--- config.mk ---
export PLATFORM = sky130hd
export DESIGN_NAME = coin_acceptor_flat
export DESIGN_NICKNAME = d
export VERILOG_FILES = /design/src/rtl/coin_acceptor_if.sv /design/src/rtl/coin_acceptor.sv /design/src/flat_wrapper.sv
export SDC_FILE = /design/constraint.sdc
export NUM_CORES = 1
export LEC_CHECK = 0
export CAP_MARGIN = 20
export CORE_UTILIZATION = 40
export CTS_CLUSTER_DIAMETER = 150
export DETAILED_ROUTE_END_ITERATION = 8
export PLACE_DENSITY = 0.58
export SLEW_MARGIN = 20
export SYNTH_ARGS = -nofsm -noshare
export SYNTH_HDL_FRONTEND = slang
export SYNTH_SLANG_ARGS = --single-unit
export TNS_END_PERCENT = 20
--- constraint.sdc ---
create_clock -name clk -period 1.65 [get_ports clk]
set_input_delay 0.2475 -clock clk [delete_from_list [all_inputs] [get_ports clk]]
set_output_delay 0.2475 -clock clk [all_outputs]
set_load 0.005 [all_outputs]
--- src/rtl/coin_acceptor_if.sv ---
// Coin acceptor signal bundle: raw sensor and accept enable in, money code and status out.
// The slave modport is the acceptor itself; the master modport is whoever drives the slot.
interface coin_acceptor_if;
  logic       coin_sensor;
  logic       accept_en;
  logic [3:0] money_code;
  logic       coin_reject;
  logic       jam;
  logic       busy;

  modport slave (
    input  coin_sensor,
    input  accept_en,
    output money_code,
    output coin_reject,
    output jam,
    output busy
  );

  modport master (
    output coin_sensor,
    output accept_en,
    input  money_code,
    input  coin_reject,
    input  jam,
    input  busy
  );
endinterface

--- src/rtl/coin_acceptor.sv ---
// Coin acceptor front end: measures the sensor pulse width, classifies the coin and emits
// a fixed-length one-hot money code or a return-gate pulse; flags a stuck sensor as jam.
module coin_acceptor #(
  parameter int unsigned CNT_W      = 12,
  parameter int unsigned T5         = 100,
  parameter int unsigned T10        = 200,
  parameter int unsigned T25        = 400,
  parameter int unsigned T100       = 800,
  parameter int unsigned TOL        = 20,
  parameter int unsigned T_JAM      = 2000,
  parameter int unsigned OUT_CYCLES = 4,
  parameter int unsigned GAP_CYCLES = 8
) (
  input  logic            clk,
  input  logic            rst,
  coin_acceptor_if.slave  bus
);

  localparam int unsigned PH_MAX = (OUT_CYCLES > GAP_CYCLES) ? OUT_CYCLES : GAP_CYCLES;
  localparam int unsigned PH_W   = $clog2(PH_MAX + 1);

  localparam logic [2:0] S_IDLE     = 3'd0;
  localparam logic [2:0] S_MEASURE  = 3'd1;
  localparam logic [2:0] S_CLASSIFY = 3'd2;
  localparam logic [2:0] S_EMIT     = 3'd3;
  localparam logic [2:0] S_GAP      = 3'd4;
  localparam logic [2:0] S_JAM      = 3'd5;

  logic [2:0]       state, state_nxt;
  logic [CNT_W-1:0] width, width_nxt;
  logic [PH_W-1:0]  ph, ph_nxt;
  logic [3:0]       money_code, money_code_nxt;
  logic             coin_reject, coin_reject_nxt;
  logic             jam, jam_nxt;
  logic             busy;

  logic             s_meta, s_sync, s_prev;
  logic             rise_c;
  logic [3:0]       match_c;

  // Synchroniser and edge history reset high so a sensor already high at release is ignored.
  always_ff @(posedge clk or posedge rst) begin
    if (rst) begin
      s_meta <= 1'b1;
      s_sync <= 1'b1;
      s_prev <= 1'b1;
    end else begin
      s_meta <= bus.coin_sensor;
      s_sync <= s_meta;
      s_prev <= s_sync;
    end
  end

  assign rise_c = s_sync & ~s_prev;

  function automatic logic in_win(input logic [CNT_W-1:0] w, input int unsigned t);
    return (w >= CNT_W'(t - TOL)) && (w <= CNT_W'(t + TOL));
  endfunction

  // Windows never overlap, so at most one bit is set.
  assign match_c = {in_win(width, T100), in_win(width, T25),
                    in_win(width, T10),  in_win(width, T5)};

  always_ff @(posedge clk or posedge rst) begin
    if (rst) begin
      state       <= S_IDLE;
      width       <= '0;
      ph          <= '0;
      money_code  <= '0;
      coin_reject <= 1'b0;
      jam         <= 1'b0;
      busy        <= 1'b0;
    end else begin
      state       <= state_nxt;
      width       <= width_nxt;
      ph          <= ph_nxt;
      money_code  <= money_code_nxt;
      coin_reject <= coin_reject_nxt;
      jam         <= jam_nxt;
      busy        <= (state_nxt != S_IDLE);
    end
  end

  always_comb begin
    state_nxt       = state;
    width_nxt       = width;
    ph_nxt          = ph;
    money_code_nxt  = money_code;
    coin_reject_nxt = coin_reject;
    jam_nxt         = jam;

    case (state)
      S_IDLE: begin
        if (rise_c) begin
          width_nxt = CNT_W'(1);
          state_nxt = S_MEASURE;
        end
      end

      S_MEASURE: begin
        if (s_sync) begin
          if (width == CNT_W'(T_JAM - 1)) begin
            width_nxt = CNT_W'(T_JAM);
            jam_nxt   = 1'b1;
            state_nxt = S_JAM;
          end else begin
            width_nxt = width + CNT_W'(1);
          end
        end else begin
          state_nxt = S_CLASSIFY;
        end
      end

      S_CLASSIFY: begin
        ph_nxt    = '0;
        state_nxt = S_EMIT;
        if (bus.accept_en && (match_c != 4'b0000)) begin
          money_code_nxt = match_c;
        end else begin
          coin_reject_nxt = 1'b1;
        end
      end

      // Outputs were loaded on entry; hold them OUT_CYCLES cycles then drop.
      S_EMIT: begin
        if (ph == PH_W'(OUT_CYCLES - 1)) begin
          money_code_nxt  = '0;
          coin_reject_nxt = 1'b0;
          ph_nxt          = '0;
          state_nxt       = S_GAP;
        end else begin
          ph_nxt = ph + PH_W'(1);
        end
      end

      // A sensor still high after the gap belongs to a pulse we never saw start.
      S_GAP: begin
        if (ph == PH_W'(GAP_CYCLES - 1)) begin
          if (!s_sync) begin
            state_nxt = S_IDLE;
          end
        end else begin
          ph_nxt = ph + PH_W'(1);
        end
      end

      S_JAM: begin
        if (!s_sync) begin
          jam_nxt   = 1'b0;
          ph_nxt    = '0;
          state_nxt = S_GAP;
        end
      end

      default: begin
        state_nxt = S_IDLE;
      end
    endcase
  end

  assign bus.money_code  = money_code;
  assign bus.coin_reject = coin_reject;
  assign bus.jam         = jam;
  assign bus.busy        = busy;

endmodule

--- src/flat_wrapper.sv ---
// flat-port wrapper written by rule: the top's interface ports become plain ports
module coin_acceptor_flat 
#(
  parameter int unsigned CNT_W      = 12,
  parameter int unsigned T5         = 100,
  parameter int unsigned T10        = 200,
  parameter int unsigned T25        = 400,
  parameter int unsigned T100       = 800,
  parameter int unsigned TOL        = 20,
  parameter int unsigned T_JAM      = 2000,
  parameter int unsigned OUT_CYCLES = 4,
  parameter int unsigned GAP_CYCLES = 8
)
  (clk, rst, bus_coin_sensor, bus_accept_en, bus_money_code, bus_coin_reject, bus_jam, bus_busy);
  coin_acceptor_if bus_i ();
  input  logic clk;
  input  logic rst;
  input wire logic [$bits(bus_i.coin_sensor)-1:0] bus_coin_sensor;
  input wire logic [$bits(bus_i.accept_en)-1:0] bus_accept_en;
  output wire logic [$bits(bus_i.money_code)-1:0] bus_money_code;
  output wire logic [$bits(bus_i.coin_reject)-1:0] bus_coin_reject;
  output wire logic [$bits(bus_i.jam)-1:0] bus_jam;
  output wire logic [$bits(bus_i.busy)-1:0] bus_busy;
  assign bus_i.coin_sensor = bus_coin_sensor;
  assign bus_i.accept_en = bus_accept_en;
  assign bus_money_code = bus_i.money_code;
  assign bus_coin_reject = bus_i.coin_reject;
  assign bus_jam = bus_i.jam;
  assign bus_busy = bus_i.busy;
  coin_acceptor #(.CNT_W(CNT_W), .T5(T5), .T10(T10), .T25(T25), .T100(T100), .TOL(TOL), .T_JAM(T_JAM), .OUT_CYCLES(OUT_CYCLES), .GAP_CYCLES(GAP_CYCLES)) u_core (.clk(clk), .rst(rst), .bus(bus_i));
endmodule
==> Word-level counts from Yosys, hierarchy flattened <==
Index checks and enable logic that the tools add are counted.
{ "word_totals": {"regBits": 29, "wordCells": 81} }
{ "classes": {"n_bitwise": 2, "n_reduce_logical": 17, "n_eq_ne": 16, "muxes": 26, "n_addsub": 2, "magnitude_cmp": 8} }
{ "ops": {"columns": ["cell", "n"], "rows": [
  ["2-to-1 mux 12 bit", 3],
  ["case mux 12 bit (2 select lines)", 1],
  ["2-to-1 mux 3 bit", 7],
  ["2-to-1 mux 4 bit", 5],
  ["case mux 3 bit (6 select lines)", 1],
  ["case mux 4 bit (4 select lines)", 1],
  ["adder 12 x 1 -> 12 bit, second input constant", 1],
  ["equality test 12 x 11 -> 1 bit, second input constant", 1],
  [">= comparator 12 x 10 -> 1 bit, second input constant", 1],
  [">= comparator 12 x 7 -> 1 bit, second input constant", 1],
  [">= comparator 12 x 8 -> 1 bit, second input constant", 1],
  [">= comparator 12 x 9 -> 1 bit, second input constant", 1],
  ["<= comparator 12 x 10 -> 1 bit, second input constant", 1],
  ["<= comparator 12 x 7 -> 1 bit, second input constant", 1],
  ["<= comparator 12 x 8 -> 1 bit, second input constant", 1],
  ["<= comparator 12 x 9 -> 1 bit, second input constant", 1],
  ["AND reduction 3 bit", 4],
  ["inequality test 2 x 1 -> 1 bit, second input constant", 5],
  ["case mux 4 bit (2 select lines)", 1],
  ["nonzero test 4 bit", 2],
  ["equality test 3 x 2 -> 1 bit, second input constant", 2],
  ["equality test 3 bit, second input constant", 2],
  ["inequality test 2 bit, second input constant", 3],
  ["nonzero test 2 bit", 3],
  ["12 further kinds", 21]
]} }

==> Depth between registers and ports, before layout <==
{ "depth": {"ltp_word": 6, "mapped_depth": 7, "mapped_depth_nobuf": 7} }

==> Worst setup path after synthesis <==
No wires, ideal clock.
{ "synth_path": {"kind": "reg2reg", "startpoint": "register u_core.width[0]", "endpoint": "register u_core.coin_reject (netlist: u_core.bus.coin_reject)", "setup_time_ns": 0.139, "period_less_slack_ns": 1.633, "path_buffers": 0, "stages_incl_launch_ff": 8, "arrival_ns": 1.493, "path_slack_ns": 0.017, "t_required_ns": 1.511, "cell_sequence": "dfrtp_1 inv_1 ha_1 nor2b_1 o311ai_0 o2111ai_1 o211ai_4 a41oi_2"} }
{ "synth_between": {"elab_chain_cells": 6} }
{ "synth_lines": {"columns": ["item", "line", "rtl"], "rows": [
  ["start, declared", "coin_acceptor.sv:30", "logic [CNT_W-1:0] width, width_nxt;"],
  ["start signal, assigned", "coin_acceptor.sv:75", "width <= width_nxt;"],
  [">= comparator 12 x 7 -> 1 bit (tied with other cells)", "coin_acceptor.sv:57", "return (w >= CNT_W'(t - TOL)) && (w <= CNT_W'(t + TOL));"],
  ["logical AND 1 bit", "coin_acceptor.sv:57", null],
  ["nonzero test 4 bit (*)", "coin_acceptor.sv:117", "if (bus.accept_en && (match_c != 4'b0000)) begin"],
  ["logical AND 1 bit (*)", "coin_acceptor.sv:117", null],
  ["inequality test 2 bit (no source line) (*)", null, null],
  ["AND reduction 3 bit (no source line) (*)", null, null],
  ["end signal, assigned", "coin_acceptor.sv:78", "coin_reject <= coin_reject_nxt;"],
  ["end, declared", "coin_acceptor.sv:33", "logic coin_reject, coin_reject_nxt;"]
]} }
Every way passes the cells marked *; elsewhere a longest branch is shown, timed or not.
A chain may end at the register's enable or synchronous reset.

==> Worst setup path after layout <==
Ends and elaborated chain as after synthesis.

==> impl_results.rst <==
.. list-table::
   :header-rows: 1

   * - Metric
     - Value
   * - Count of TritonRoute iterations in the first routing pass
     - 4
   * - Worst Path Required
     - 1.80 ns
   * - Post-synthesis sequential element count
     - 29
   * - Total global routing track utilization
     - 0.1958
   * - Count of warnings emitted by yosys
     - 0
   * - Layout-stage area growth over the synthesis result
     - 27.35%
   * - Pin slew with the least headroom to its limit
     - 0.3727 ns
   * - Category of the worst setup path capture point
     - flip-flop
   * - Drc violations
     - 0
   * - Most common flop cell mapped by yosys
     - dfrtp_1
   * - Routed wire length per instance
     - 14.53 um
   * - Final setup vio count
     - 0
   * - Synth Area per Inst
     - 8.877 sq um
   * - Cell area power density
     - 1365 mW/mm^2
   * - Setup Crit Path Kind
     - flip-flop to flip-flop
   * - Max H-tree Level
     - 2
   * - # diodes
     - 0
   * - Number of nets in the synthesized netlist
     - 210
   * - Total negative slack for setup checks
     - 0 ns
   * - Count of hold buffers inserted by post-cts repair
     - 0
   * - RSZ-0062 raised after global routing
     - true
   * - Synthesized instance count
     - 201
   * - Max-capacitance violation count
     - 0
   * - Data arrival, critical path
     - 1.76 ns
   * - TritonCTS clock tree
     - built
   * - Remaining global-route overflow
     - 0
   * - Worst R2R Setup Slack
     - 0.05 ns
   * - Final hold violations
     - 0
   * - Relative slew slack
     - 0.7515
   * - Peak ir drop on the vdd network
     - 0.6821 mV
   * - Highest clock rate
     - 0.6238 GHz
   * - CP Launch Point
     - u_core.width[0]
   * - Post-synthesis compound-gate area fraction
     - 0.2454
   * - Highest net fanout along the worst path
     - 5
   * - Main combinational cell family by area after synthesis
     - compound AO/OA/AOI/OAI gates
   * - Start of the worst register-to-register path
     - u_core.width[0]
   * - Clk sink count
     - 29
   * - Global-route wire length before repair
     - 6665 um
   * - Number of pins exceeding their max-slew limit in the final report
     - 0
   * - Clock edge transition at the registers on the reported setup and hold paths
     - 0.06 ns
   * - Row count
     - 23
   * - Synth async-reset ratio
     - 1.000
   * - Number of top-level pins
     - 11
   * - Layout cell share with drive strength beyond 1
     - 0.3074
   * - Post-layout net count
     - 239
   * - Number of port buffers
     - 10
   * - Clock buffer depth
     - 2
   * - Largest net degree at the start of global routing
     - 30
   * - Area used by multi-input combinational logic
     - 0.001087 sq mm
   * - Clock tree root buffer cell
     - clkbuf_8
   * - Cell Area, Synth
     - 0.001784 sq mm
   * - Period utilisation layout
     - 0.9716
   * - Netlist cell types
     - 55
   * - Die width
     - 68.79 um
   * - Combined flip-flop and latch cell area
     - 737.0 sq um
   * - Inserted Clock Buffers
     - 5
   * - Initial standard-cell utilization of the core
     - 0.4306
   * - Weighted congestion at the end of routability-driven global placement
     - 0.8228
   * - Critical Path Start Type
     - flip-flop
   * - Hold Path Class
     - primary input to async pin
   * - Leakage power summed over all cells
     - 0.0009181 uW
   * - Area share of fa/ha/maj cells after synthesis
     - 0.03506
   * - Number of flops mapped to enable cells by yosys
     - 0
   * - Outcome
     - complete, no violations
   * - FF-to-FF path depth
     - 7
   * - Simple-gate portion of the synthesized area
     - 0.2440
   * - Area of the die
     - 0.004731 sq mm
   * - Vias in the first global route
     - 1,497
   * - Clock latency at the later pin of the worst-skew pair
     - 0.28 ns
   * - Post-synthesis mux area share
     - 0.01683
   * - Routed vias
     - 1,574
   * - Shortest clock period the worst path allows after layout
     - 1.603 ns
   * - Worst hold margin
     - 0.3331 ns
   * - Area of the core region
     - 0.004144 sq mm
   * - Reg2Reg Capture Point
     - u_core.bus.coin_reject
   * - Number of fill cells in the layout
     - 365
   * - Number of DRC markers after the initial detailed-route iteration
     - 120
   * - Maximum clock skew at final layout
     - 0.007025 ns
   * - DP Wirelength
     - 2866 um
   * - Number of antenna violations at the first check in global routing
     - 0
   * - Area share of xor/xnor cells in the synthesized design
     - 0
   * - Vias per std cell
     - 5.601
   * - Sequential cell area fraction in the yosys report
     - 0.4088
   * - Antenna violation net count after detailed routing
     - 0
   * - Die outline height
     - 68.79 um
   * - Total wire length after detailed routing
     - 4082 um
## power by group
| group | leakage, uW | total (uW) | internal [uW] | switching [uW] |
|---|---|---|---|---|
| logic | 0.000509 | 1430 | 712 | 713 |
| registers | 0.000364 | 1070 | 873 | 199 |
| clock network | 0.0000455 | 604 | 339 | 265 |
| total | 0.000918 | 3100 | 1920 | 1180 |
## cells in the mapped netlist, types with 2 or more instances
master    instances  share of area
nand2_1          29          0.061
dfrtp_1          26           0.36
nor2_1           17          0.036
o21ai_0          17          0.048
a21oi_1           9          0.025
buf_2             8          0.022
inv_1             8          0.017
nand3_1           7          0.020
o31ai_1           7          0.029
nand2b_1          6          0.021
ha_1              5          0.035
nor2b_1           4          0.014
a21bo_2           3          0.017
a31oi_1           3          0.011
dfstp_2           3          0.044
mux2i_1           3          0.017
nor3_1            3         0.0084
o21ai_1           3         0.0084
and3_1            2         0.0070
nand2_2           2         0.0070
nand3b_1          2         0.0084
## stage by stage
step	utilization	std cells	cell area [sq um]	setup slack, ns	total power [uW]
global placement	0.4882	269	2023	-0.02248	2276
detailed placement	0.4882	269	2023	-0.09650	2313
CTS	0.5115	277	2120	0.01700	2948
floorplan	-	201	1784	0.01749	1793
finish	0.5483	281	2272	0.04691	3102
global route	0.5483	281	2272	-0.03670	3341
## per-layer routing
| metal | vias up | GRT usage | routed length (um) |
|---|---|---|---|
| met2 | 22 | 0.3039 | 1941 |
| met5 | - | 0 | 0 |
| met3 | 8 | 0.05757 | 111 |
| met4 | 0 | 0.08673 | 88 |
| met1 | 760 | 0.2510 | 1941 |
| li1 | 784 | - | - |
## registers in the layout, indices dropped and copies added (netlist names)
| register | flops |
|---|---|
| u_core.state | 3 |
| u_core.s_sync | 1 |
| u_core.bus.busy | 1 |
| u_core.bus.coin_reject | 1 |
| u_core.ph | 4 |
| u_core.bus.jam | 1 |
| u_core.bus.money_code | 4 |
| u_core.width | 12 |
| u_core.s_meta | 1 |
| u_core.s_prev | 1 |
## cell families after synthesis
family	count (synthesis)
fa+ha+maj	5
simple gates	85
compound gates	61
buf+inv	18
mux	3
flops	29
## cell usage in the layout (no fill, tap or decap), drive strengths merged, types with 2 or more instances in the layout
| cell type | n |
|---|---|
| nand2 | 31 |
| dfrtp | 26 |
| buf | 22 |
| o21ai | 20 |
| nor2 | 17 |
| clkdlybuf4s50 | 10 |
| a21oi | 10 |
| inv | 8 |
| clkbuf | 8 |
| o31ai | 7 |
| nand3 | 7 |
| nand2b | 6 |
| ha | 5 |
| nor2b | 4 |
| nor3 | 4 |
| mux2i | 3 |
| a31oi | 3 |
| a21bo | 3 |
| dfstp | 3 |
| and3 | 3 |
| o211ai | 3 |
| nand3b | 2 |
| nor4 | 2 |
| nor3b | 2 |
## worst max path at each step
stage | slack [ns] | to | cells past startpoint
after floorplan | 0.02 | u_core.bus.coin_reject | 7
after global placement | -0.02 | u_core.bus.coin_reject | 7
after detailed placement | -0.1 | u_core.bus.coin_reject | 7
after CTS | 0.02 | u_core.ph[3] | 5
after global routing | -0.04 | u_core.bus.money_code[1] | 6
final | 0.05 | u_core.bus.coin_reject | 7
## repair_timing
| item | in CTS | in global routing |
|---|---|---|
| pin swaps | 3 | 8 |
| resized for setup | 3 | 29 |
| endpoints found under the hold margin | 0 | 0 |
| endpoints found under the setup margin | 6 | 16 |
| setup buffers | 0 | 4 |
## critical path, cell delays in order (launching register included)
cell and delay [ns]:
dfrtp_1 0.40, inv_2 0.09, ha_4 0.16, nand2b_4 0.06, a311oi_4 0.31, a21oi_2 0.08
o211ai_4 0.26, a41oi_2 0.12
## final cells by class
class / instances / area share
clock buffers: 8 / 0.03965
inverters: 8 / 0.01322
multi-input cells: 154 / 0.4785
flip-flops and latches: 29 / 0.3243
well taps: 50 / 0.02753
repair buffers: 32 / 0.1167
Note: power is estimated with default switching activity, not from simulation.
